## config.mk

```make
export PLATFORM = sky130hd
export DESIGN_NAME = bip_acc_bank
export DESIGN_NICKNAME = d
export VERILOG_FILES = /design/src/rtl/bip_acc_pkg.sv /design/src/rtl/bip_acc_alu.sv /design/src/rtl/bip_acc_bank.sv
export SDC_FILE = /design/constraint.sdc
export NUM_CORES = 1
export LEC_CHECK = 0
export CAP_MARGIN = 20
export CELL_PAD_IN_SITES_DETAIL_PLACEMENT = 1
export CELL_PAD_IN_SITES_GLOBAL_PLACEMENT = 1
export CORE_MARGIN = 2
export CORE_UTILIZATION = 25
export CTS_CLUSTER_DIAMETER = 120
export CTS_CLUSTER_SIZE = 24
export DETAILED_ROUTE_END_ITERATION = 6
export DONT_BUFFER_PORTS = 1
export PLACE_DENSITY_LB_ADDON = 0.12
export SLEW_MARGIN = 40
export SYNTH_ARGS = -nofsm -noshare
export SYNTH_HDL_FRONTEND = slang
export SYNTH_SLANG_ARGS = --single-unit
```

## constraint.sdc

```tcl
create_clock -name clk_i -period 3.8 [get_ports clk_i]
set_clock_uncertainty 0.2 [all_clocks]
set_input_delay 1.14 -clock clk_i [delete_from_list [all_inputs] [get_ports clk_i]]
set_output_delay 1.14 -clock clk_i [all_outputs]
set_load 0.01 [all_outputs]
```

## src/rtl/bip_acc_pkg.sv

```systemverilog
// Shared types for the BIP accumulator bank: op encoding, flag bundle and a width helper.
// Pure declarations; no timing or flow control.
package bip_acc_pkg;

  typedef enum logic [1:0] {
    ACC_LOAD = 2'b00,
    ACC_ADD  = 2'b01,
    ACC_SUB  = 2'b10,
    ACC_CLR  = 2'b11
  } acc_op_e;

  typedef struct packed {
    logic zero;
    logic neg;
    logic ovf;
  } acc_flags_t;

  // Index width for an n-entry array; a single entry still needs one bit.
  function automatic int idx_w(input int n);
    return (n > 1) ? $clog2(n) : 1;
  endfunction

endpackage

```

## src/rtl/bip_acc_alu.sv

```systemverilog
// Combinational load/add/sub/clear with signed overflow; zero latency, no flow control.
// BIP_ACC_SAT_EN defined: overflowing ADD/SUB clamp to the signed extreme, otherwise they wrap.
module bip_acc_alu
  import bip_acc_pkg::*;
#(
  parameter int DATA_W = 16
) (
  input  acc_op_e           op,
  input  logic [DATA_W-1:0] a,
  input  logic [DATA_W-1:0] b,
  output logic [DATA_W-1:0] res,
  output logic              ovf
);

  logic [DATA_W:0] a_x;
  logic [DATA_W:0] b_x;
  logic [DATA_W:0] sum;

  assign a_x = {a[DATA_W-1], a};
  assign b_x = {b[DATA_W-1], b};

  always_comb begin
    sum = '0;
    res = '0;
    ovf = 1'b0;
    case (op)
      ACC_LOAD: res = b;
      ACC_ADD, ACC_SUB: begin
        sum = (op == ACC_ADD) ? (a_x + b_x) : (a_x - b_x);
        // One guard bit: the top two bits disagree exactly when the true result leaves range.
        ovf = sum[DATA_W] ^ sum[DATA_W-1];
`ifdef BIP_ACC_SAT_EN
        if (ovf) begin
          res = sum[DATA_W] ? {1'b1, {(DATA_W-1){1'b0}}} : {1'b0, {(DATA_W-1){1'b1}}};
        end else begin
          res = sum[DATA_W-1:0];
        end
`else
        res = sum[DATA_W-1:0];
`endif
      end
      default: res = '0;
    endcase
  end

endmodule

```

## src/rtl/bip_acc_bank.sv

```systemverilog
// NUM_ACC signed accumulators with shared ALU, status flags and a LIFO context stack; results one cycle after the command.
// Commands never stall (pop > push > en, collisions flag sticky err_o); saturation via BIP_ACC_SAT_EN.
module bip_acc_bank
  import bip_acc_pkg::*;
#(
  parameter int DATA_W      = 16,
  parameter int NUM_ACC     = 4,
  parameter int STACK_DEPTH = 2
) (
  input  logic                       clk_i,
  input  logic                       rst_ni,
  input  logic                       en_i,
  input  logic [1:0]                 op_i,
  input  logic [$clog2(NUM_ACC)-1:0] sel_i,
  input  logic [DATA_W-1:0]          x_i,
  input  logic                       push_i,
  input  logic                       pop_i,
  input  logic                       clr_err_i,
  output logic [DATA_W-1:0]          y_o,
  output logic                       zero_o,
  output logic                       neg_o,
  output logic                       ovf_o,
  output logic                       full_o,
  output logic                       empty_o,
  output logic                       err_o
);

  localparam int SP_W  = $clog2(STACK_DEPTH + 1);
  localparam int IDX_W = idx_w(STACK_DEPTH);
  localparam logic [SP_W-1:0] SP_FULL = SP_W'(STACK_DEPTH);

  logic [DATA_W-1:0] acc_q [NUM_ACC];
  logic [DATA_W-1:0] stk_q [STACK_DEPTH];
  logic [SP_W-1:0]   sp_q;
  acc_flags_t        flg_q;
  logic              err_q;

  logic              full;
  logic              empty;
  logic              do_pop;
  logic              do_push;
  logic              do_op;
  logic              wr_en;
  logic              new_err;
  logic [IDX_W-1:0]  push_idx;
  logic [IDX_W-1:0]  pop_idx;
  logic [DATA_W-1:0] acc_sel;
  logic [DATA_W-1:0] alu_res;
  logic              alu_ovf;
  logic [DATA_W-1:0] wr_val;

  assign full     = (sp_q == SP_FULL);
  assign empty    = (sp_q == '0);
  assign push_idx = IDX_W'(sp_q);
  assign pop_idx  = IDX_W'(sp_q - 1'b1);
  assign acc_sel  = acc_q[sel_i];

  // Only the highest-priority command may act; blocked push/pop leave all state alone.
  assign do_pop  = pop_i & ~empty;
  assign do_push = push_i & ~pop_i & ~full;
  assign do_op   = en_i & ~pop_i & ~push_i;
  assign wr_en   = do_pop | do_op;
  assign new_err = (pop_i & (push_i | en_i)) | (push_i & en_i)
                 | (pop_i & empty) | (push_i & ~pop_i & full);

  bip_acc_alu #(
    .DATA_W (DATA_W)
  ) u_alu (
    .op  (acc_op_e'(op_i)),
    .a   (acc_sel),
    .b   (x_i),
    .res (alu_res),
    .ovf (alu_ovf)
  );

  assign wr_val = do_pop ? stk_q[pop_idx] : alu_res;

  always_ff @(posedge clk_i or negedge rst_ni) begin
    if (!rst_ni) begin
      for (int i = 0; i < NUM_ACC; i++) acc_q[i] <= '0;
    end else if (wr_en) begin
      acc_q[sel_i] <= wr_val;
    end
  end

  always_ff @(posedge clk_i or negedge rst_ni) begin
    if (!rst_ni) begin
      for (int i = 0; i < STACK_DEPTH; i++) stk_q[i] <= '0;
      sp_q <= '0;
    end else if (do_pop) begin
      sp_q <= sp_q - 1'b1;
    end else if (do_push) begin
      stk_q[push_idx] <= acc_sel;
      sp_q            <= sp_q + 1'b1;
    end
  end

  // LOAD and CLR report ovf=0 from the ALU, so ovf only needs masking on pop.
  always_ff @(posedge clk_i or negedge rst_ni) begin
    if (!rst_ni) begin
      flg_q <= '{zero: 1'b1, neg: 1'b0, ovf: 1'b0};
    end else if (wr_en) begin
      flg_q <= '{zero: (wr_val == '0), neg: wr_val[DATA_W-1], ovf: do_op & alu_ovf};
    end
  end

  always_ff @(posedge clk_i or negedge rst_ni) begin
    if (!rst_ni) begin
      err_q <= 1'b0;
    end else if (new_err) begin
      err_q <= 1'b1;
    end else if (clr_err_i) begin
      err_q <= 1'b0;
    end
  end

  assign y_o     = acc_sel;
  assign zero_o  = flg_q.zero;
  assign neg_o   = flg_q.neg;
  assign ovf_o   = flg_q.ovf;
  assign full_o  = full;
  assign empty_o = empty;
  assign err_o   = err_q;

endmodule

```

==> impl_metrics.yaml, run 1 <==
floorplanning:
  pin_count: 48
  rows: 55
  core_um2: 22600
  start_util: 0.255
  die_area_um2: 24300
  die_h_um: 156
  fp.dieW_um: 156
finish:
  diodes: 0
  regArea_um2: 2550
  multi_input_area_um2: 3480
  nets: 688
  drive_gt1_frac: 0.371
  nFillCells: 2483
  area_delta_synth_final_pct: 31.4
worst_setup_path:
  worstPathArrival_ns: 4.52
  crit_path_end_kind: "flop"
  cp_max_fo: 4
  crit_type: "in -> reg"
  path_common_cell: "a21o_1"
  cp_cell_sequence: "or4_4 > or3_4 > or3_4 > inv_2 > a21oi_2 > xor2_1 > ha_2 > a21o_1 > a21o_1 > a21o_1 > a31oi_1 > xnor2_1 > xnor3_1 > a32o_1"
  max_stage_delay_ns: 0.53
  cp.required_ns: 3.84
  slowest_stage: "or4_4"
  path_delay_family: "simple AND/OR/NAND/NOR gates"
  cp-start-kind: "input pin"
  critPathBufInv: 1
synthesis:
  synth-edff-count: 0
  ys_seq_area_frac: 0.443
  synth_fp_nets: 604
  yosysMostFrequentCell: "dfrtp_1"
  syn_area_um2: 5770
  synthFlopType: "dfrtp_1"
  async_reset_ff_frac: 1.00
  synth.top_cells.by_count: "dfrtp_1 (101), nand2_1 (59), nor2_1 (41), a21oi_1 (39), o21ai_0 (32)"
  syn_inst: 555
  synth_top_area_frac: 0.438
  ys_top_cells_by_area: "dfrtp_1 (44%), mux4_2 (6.2%), mux2_2 (5.1%)"
  synth_cell_types: 59
  syn_area_per_cell_um2: 10.4
  synth_top_area_cell: "dfrtp_1"
  synth-seq-cells: 102
  yosys_warnings: 0
timing:
  slew_headroom: 0.598
  rsz0062_at_grt: "yes"
  final-setup-viol-count: 19
  drv_slew: 0
  worst_slew_pin_slew_ns: 0.603
  layout_setup_ws_ns: -0.673
  fmax_mhz: 224
  period_share: 1.18
  min_period_ns: 4.47
  hold_violations: 0
  fin_tns_setup_ns: -8.31
pwr:
  power_density_nw_per_um2: 822
  vdd_drop_max_uv: 267
  pwr-share-clk: 0.157
  p_comb_frac: 0.551
  switching_share: 0.391
  internal_power_uw: 3800
  sequentialPowerShare: 0.292
  total_power_uw: 6230
  p_leak_uw: 0.00337
  p_sw_uw: 2440
route:
  first_iter_violations: 250
  dr.pass1.iters: 4
  antenna_left: 0
  post-route-drc-count: 0
  wl_per_cell_um: 20.4
  routed-via-count: 4602
  viasPerCell: 4.95
  routed_wl_um: 18900
status:
  violations: "setup timing"
  status: "finished, violations left"
clocking:
  worstSkewPairLatency_ns: 0.36
  clkSinkCount: 102
  root_buffer: "clkbuf_16"
  cts_tree: "done"
  clk_path_buf_depth: 2
  cts_buffers: 9
  clk_pin_slew_ns: 0.08
  htree_levels: 3
  ctsHoldBuffers: 0
grt:
  antenna_found_initial: 0
  grt_pass1_wl_um: 30100
  overflow: 0
  grt_pass1_vias: 5128
  grtUsageTotal: 0.164
  grt_max_degree: 103
placed_design:
  preCtsSetupSlack_ns: -1.07
  portBuffers: 0
  place_congestion: 0.815
  dpl.hpwl_um: 14200
hold_path:
  hold_path_class: "in -> async"
run:
  drv_cap: 0
## metrics by stage
step                      area (um2)  hold WS, ns  utilization  instances
after detailed placement        6880        0.274        0.304        903
after global routing            7580        0.254        0.335        929
after floorplan                 5950        0.245            -        555
after global placement          6880        0.257        0.304        903
final                           7580        0.274        0.335        929
after CTS                       7360        0.257        0.325        924
## sequential cells by signal, summed over array words and instances (netlist names)
signal,cells
acc_q,64
err_o,1
neg_o,1
ovf_o,1
sp_q,2
stk_q,32
zero_o,1
## cells by family after synthesis
| kind of cell | count (synthesis) | synth area share |
|---|---|---|
| buffers and inverters | 44 | 0.0286 |
| adder cells (fa/ha/maj) | 23 | 0.0512 |
| multiplexers | 70 | 0.164 |
| AND/OR/NAND/NOR | 148 | 0.123 |
| AO/OA/AOI/OAI | 141 | 0.147 |
| XOR/XNOR | 27 | 0.0434 |
| flip-flops | 102 | 0.443 |
## metal layers
metal	global-route usage	vias to the layer above	share of wire
met5	0	-	0
met4	0.0446	0	0.013
met3	0.0300	15	0.038
met2	0.278	54	0.49
met1	0.215	2360	0.46
li1	-	2173	-
## power by group through the flow
stage	combinational [uW]	clock (uW)	sequential, uW
after floorplan	1880	0	1750
after global placement	2990	0	1820
after detailed placement	3050	0	1850
after CTS	3260	1020	1830
after global routing	3760	1060	1890
final	3430	978	1820
## repair_timing
action,CTS,global route
setup buffers,5,7
setup endpoints to repair,20,34
pin swaps,16,22
resized for setup,26,42
## path summary, 6_finish.rpt
| kind | start | to | slack, ns | cells past startpoint |
|---|---|---|---|---|
| max | x_i[6] | ovf_o$_DFFE_PN0P_ | -0.67 | 14 |
| min | rst_ni | acc_q[16]$_DFFE_PN0P_ | 0.27 | 0 |
| max reg2reg | acc_q[0]$_DFFE_PN0P_ | zero_o$_DFFE_PN1P_ | 0.13 | 11 |
| min reg2reg | acc_q[15]$_DFFE_PN0P_ | acc_q[15]$_DFFE_PN0P_ | 0.28 | 2 |
| max in group asynchronous | rst_ni | zero_o$_DFFE_PN1P_ | 2.88 | 0 |
| min in group clk_i | acc_q[15]$_DFFE_PN0P_ | acc_q[15]$_DFFE_PN0P_ | 0.28 | 2 |
## cells in the final DEF, fill, tap and decap left out, types with 3 or more instances in the layout
cell,n
nor3_2,3
ha_1,15
a21oi_1,23
and2_1,3
mux2i_1,16
nand4_1,3
a221oi_1,3
o21ai_2,11
xnor2_1,6
a221oi_2,3
o21ai_0,23
nand2_1,58
buf_6,10
and3_1,7
mux2_1,12
mux2_2,25
ha_2,3
xnor2_2,4
buf_4,94
a31oi_4,3
or3_4,3
a22oi_1,3
a21oi_2,15
a21o_1,8
o21ai_1,21
ha_4,4
dfrtp_1,101
nor2_1,39
nor3_1,4
xor2_1,16
inv_1,10
clkbuf_16,9
mux4_2,16
## final cells by class
class	count	share of cell area
well taps	285	0.0470
flip-flops and latches	102	0.337
clock buffers	10	0.0302
multi-input cells	409	0.459
inverters	12	0.00594
repair buffers	105	0.111
clock inverters	6	0.0102
Power figures use the tool's default switching activity.
==> inputs of run 2 (changes only) <==
--- a/config.mk
+++ b/config.mk
@@ -15,6 +15,7 @@
 export DETAILED_ROUTE_END_ITERATION = 6
 export DONT_BUFFER_PORTS = 1
 export PLACE_DENSITY_LB_ADDON = 0.12
+export SKIP_LAST_GASP = 1
 export SLEW_MARGIN = 40
 export SYNTH_ARGS = -nofsm -noshare
 export SYNTH_HDL_FRONTEND = slang
==> impl_metrics.yaml, run 2 (synthesized netlist as in run 1, its figures left out) <==
status:
  status: "finished, violations left"
  violations: "setup timing"
floorplanning:
  rows: 55
  start_util: 0.255
  pin_count: 48
  die_area_um2: 24300
  die_h_um: 156
  core_um2: 22600
  fp.dieW_um: 156
grt:
  overflow: 0
  grt_max_degree: 103
  grt_pass1_wl_um: 30000
  antenna_found_initial: 0
  grt_pass1_vias: 5128
  grtUsageTotal: 0.164
pwr:
  p_comb_frac: 0.552
  power_density_nw_per_um2: 824
  p_leak_uw: 0.00337
  total_power_uw: 6250
  sequentialPowerShare: 0.292
  p_sw_uw: 2440
  switching_share: 0.391
  vdd_drop_max_uv: 276
  internal_power_uw: 3810
  pwr-share-clk: 0.157
clocking:
  worstSkewPairLatency_ns: 0.36
  cts_buffers: 9
  cts_tree: "done"
  htree_levels: 3
  clk_path_buf_depth: 2
  root_buffer: "clkbuf_16"
  ctsHoldBuffers: 0
  clk_pin_slew_ns: 0.08
  clkSinkCount: 102
timing:
  drv_slew: 0
  rsz0062_at_grt: "yes"
  worst_slew_pin_slew_ns: 0.584
  min_period_ns: 4.47
  final-setup-viol-count: 19
  worst_hold_slack_ns: 0.272
  slew_headroom: 0.611
  period_share: 1.18
  layout_setup_ws_ns: -0.666
  fmax_mhz: 224
  fin_tns_setup_ns: -8.44
  hold_violations: 0
placed_design:
  place_inst: 903
  place_congestion: 0.815
  dpl.hpwl_um: 14200
  portBuffers: 0
hold_path:
  hold_path_class: "in -> async"
route:
  wl_per_cell_um: 20.4
  post-route-drc-count: 0
  first_iter_violations: 240
  viasPerCell: 4.93
  dr.pass1.iters: 4
  routed_wl_um: 18900
  routed-via-count: 4581
  antenna_left: 0
worst_setup_path:
  crit_type: "in -> reg"
  cp_max_fo: 4
  crit_path_end_kind: "flop"
  worstPathArrival_ns: 4.51
  cp.required_ns: 3.85
  cp-start-kind: "input pin"
finish:
  post-route-util: 0.335
  area_delta_synth_final_pct: 31.5
  top_regs: "acc_q (64), stk_q (32), sp_q (2)"
  final_common_cell: "dfrtp_1"
  multi_input_area_um2: 3480
  regArea_um2: 2550
  fin_cells: 930
  drive_gt1_frac: 0.371
  max_flop_register: "acc_q"
  mostFrequentLayoutCells: "dfrtp_1 (101), buf_4 (96), nand2_1 (58)"
  nFillCells: 2485
  diodes: 0
  largest_register_ffs: 64
  nets: 689
run:
  drv_cap: 0
==> run 2: cell types whose count changed in the layout (fill, tap and decap cells not counted) <==
cell and delta:
mux2_4 +1, a21oi_1 +1, buf_4 +2, a21oi_2 -1, mux2_2 -1, buf_6 -1
==> run 2: final timing paths <==
kind / slack [ns] / depth (start not counted) / to / start
setup / recovery: -0.67 / 14 / ovf_o$_DFFE_PN0P_ / x_i[6]
hold / removal: 0.27 / 0 / acc_q[16]$_DFFE_PN0P_ / rst_ni
setup reg to reg: 0.11 / 11 / zero_o$_DFFE_PN1P_ / acc_q[0]$_DFFE_PN0P_
hold reg to reg: 0.28 / 2 / acc_q[15]$_DFFE_PN0P_ / acc_q[15]$_DFFE_PN0P_
max in group asynchronous: 2.90 / 0 / zero_o$_DFFE_PN1P_ / rst_ni
min in group clk_i: 0.28 / 2 / acc_q[15]$_DFFE_PN0P_ / acc_q[15]$_DFFE_PN0P_
==> run 2: layout make-up <==
class	count	area share
Inverter	12	0.00594
Sequential cell	102	0.337
Clock buffer	10	0.0302
Multi-Input combinational cell	409	0.459
Timing Repair Buffer	106	0.111
Tap cell	285	0.0470
Clock inverter	6	0.0102
==> run 2: critical path, cell delays in order <==
cell,delay [ns]
or4_4,0.53
or3_4,0.35
or3_4,0.36
inv_2,0.07
a21oi_2,0.05
xor2_1,0.14
ha_2,0.30
a21o_1,0.16
a21o_1,0.17
a21o_1,0.18
a31oi_1,0.20
xnor2_1,0.18
xnor3_1,0.43
a32o_1,0.27
==> run 2: through the flow <==
step / area, um2 / worst slack [ns]
after global routing: 7590 / -0.780
after detailed placement: 6880 / -1.07
after CTS: 7340 / -0.614
after floorplan: 5950 / -0.877
after global placement: 6880 / -1.01
final: 7590 / -0.666
==> run 2: power groups by stage <==
stage | Combinational (uW) | Sequential [uW] | Clock, uW
2_1_floorplan | 1880 | 1750 | 0
3_5_place_dp | 3050 | 1850 | 0
4_1_cts | 3240 | 1830 | 1020
6_report | 3450 | 1820 | 980
3_3_place_gp | 2990 | 1820 | 0
5_1_grt | 3780 | 1900 | 1060
==> run 2: timing repair <==
item                       in CTS  in global routing
buffers inserted                5                  9
gates resized for setup        22                 46
setup endpoints to repair      20                 34
pin swaps                      15                 21
==> run 2: metal layers <==
metal / vias up / share of wire / GRT usage
li1: 2174 / - / -
met1: 2345 / 0.47 / 0.214
met2: 45 / 0.49 / 0.277
met3: 17 / 0.031 / 0.0303
met4: 0 / 0.014 / 0.0441
met5: - / 0 / 0
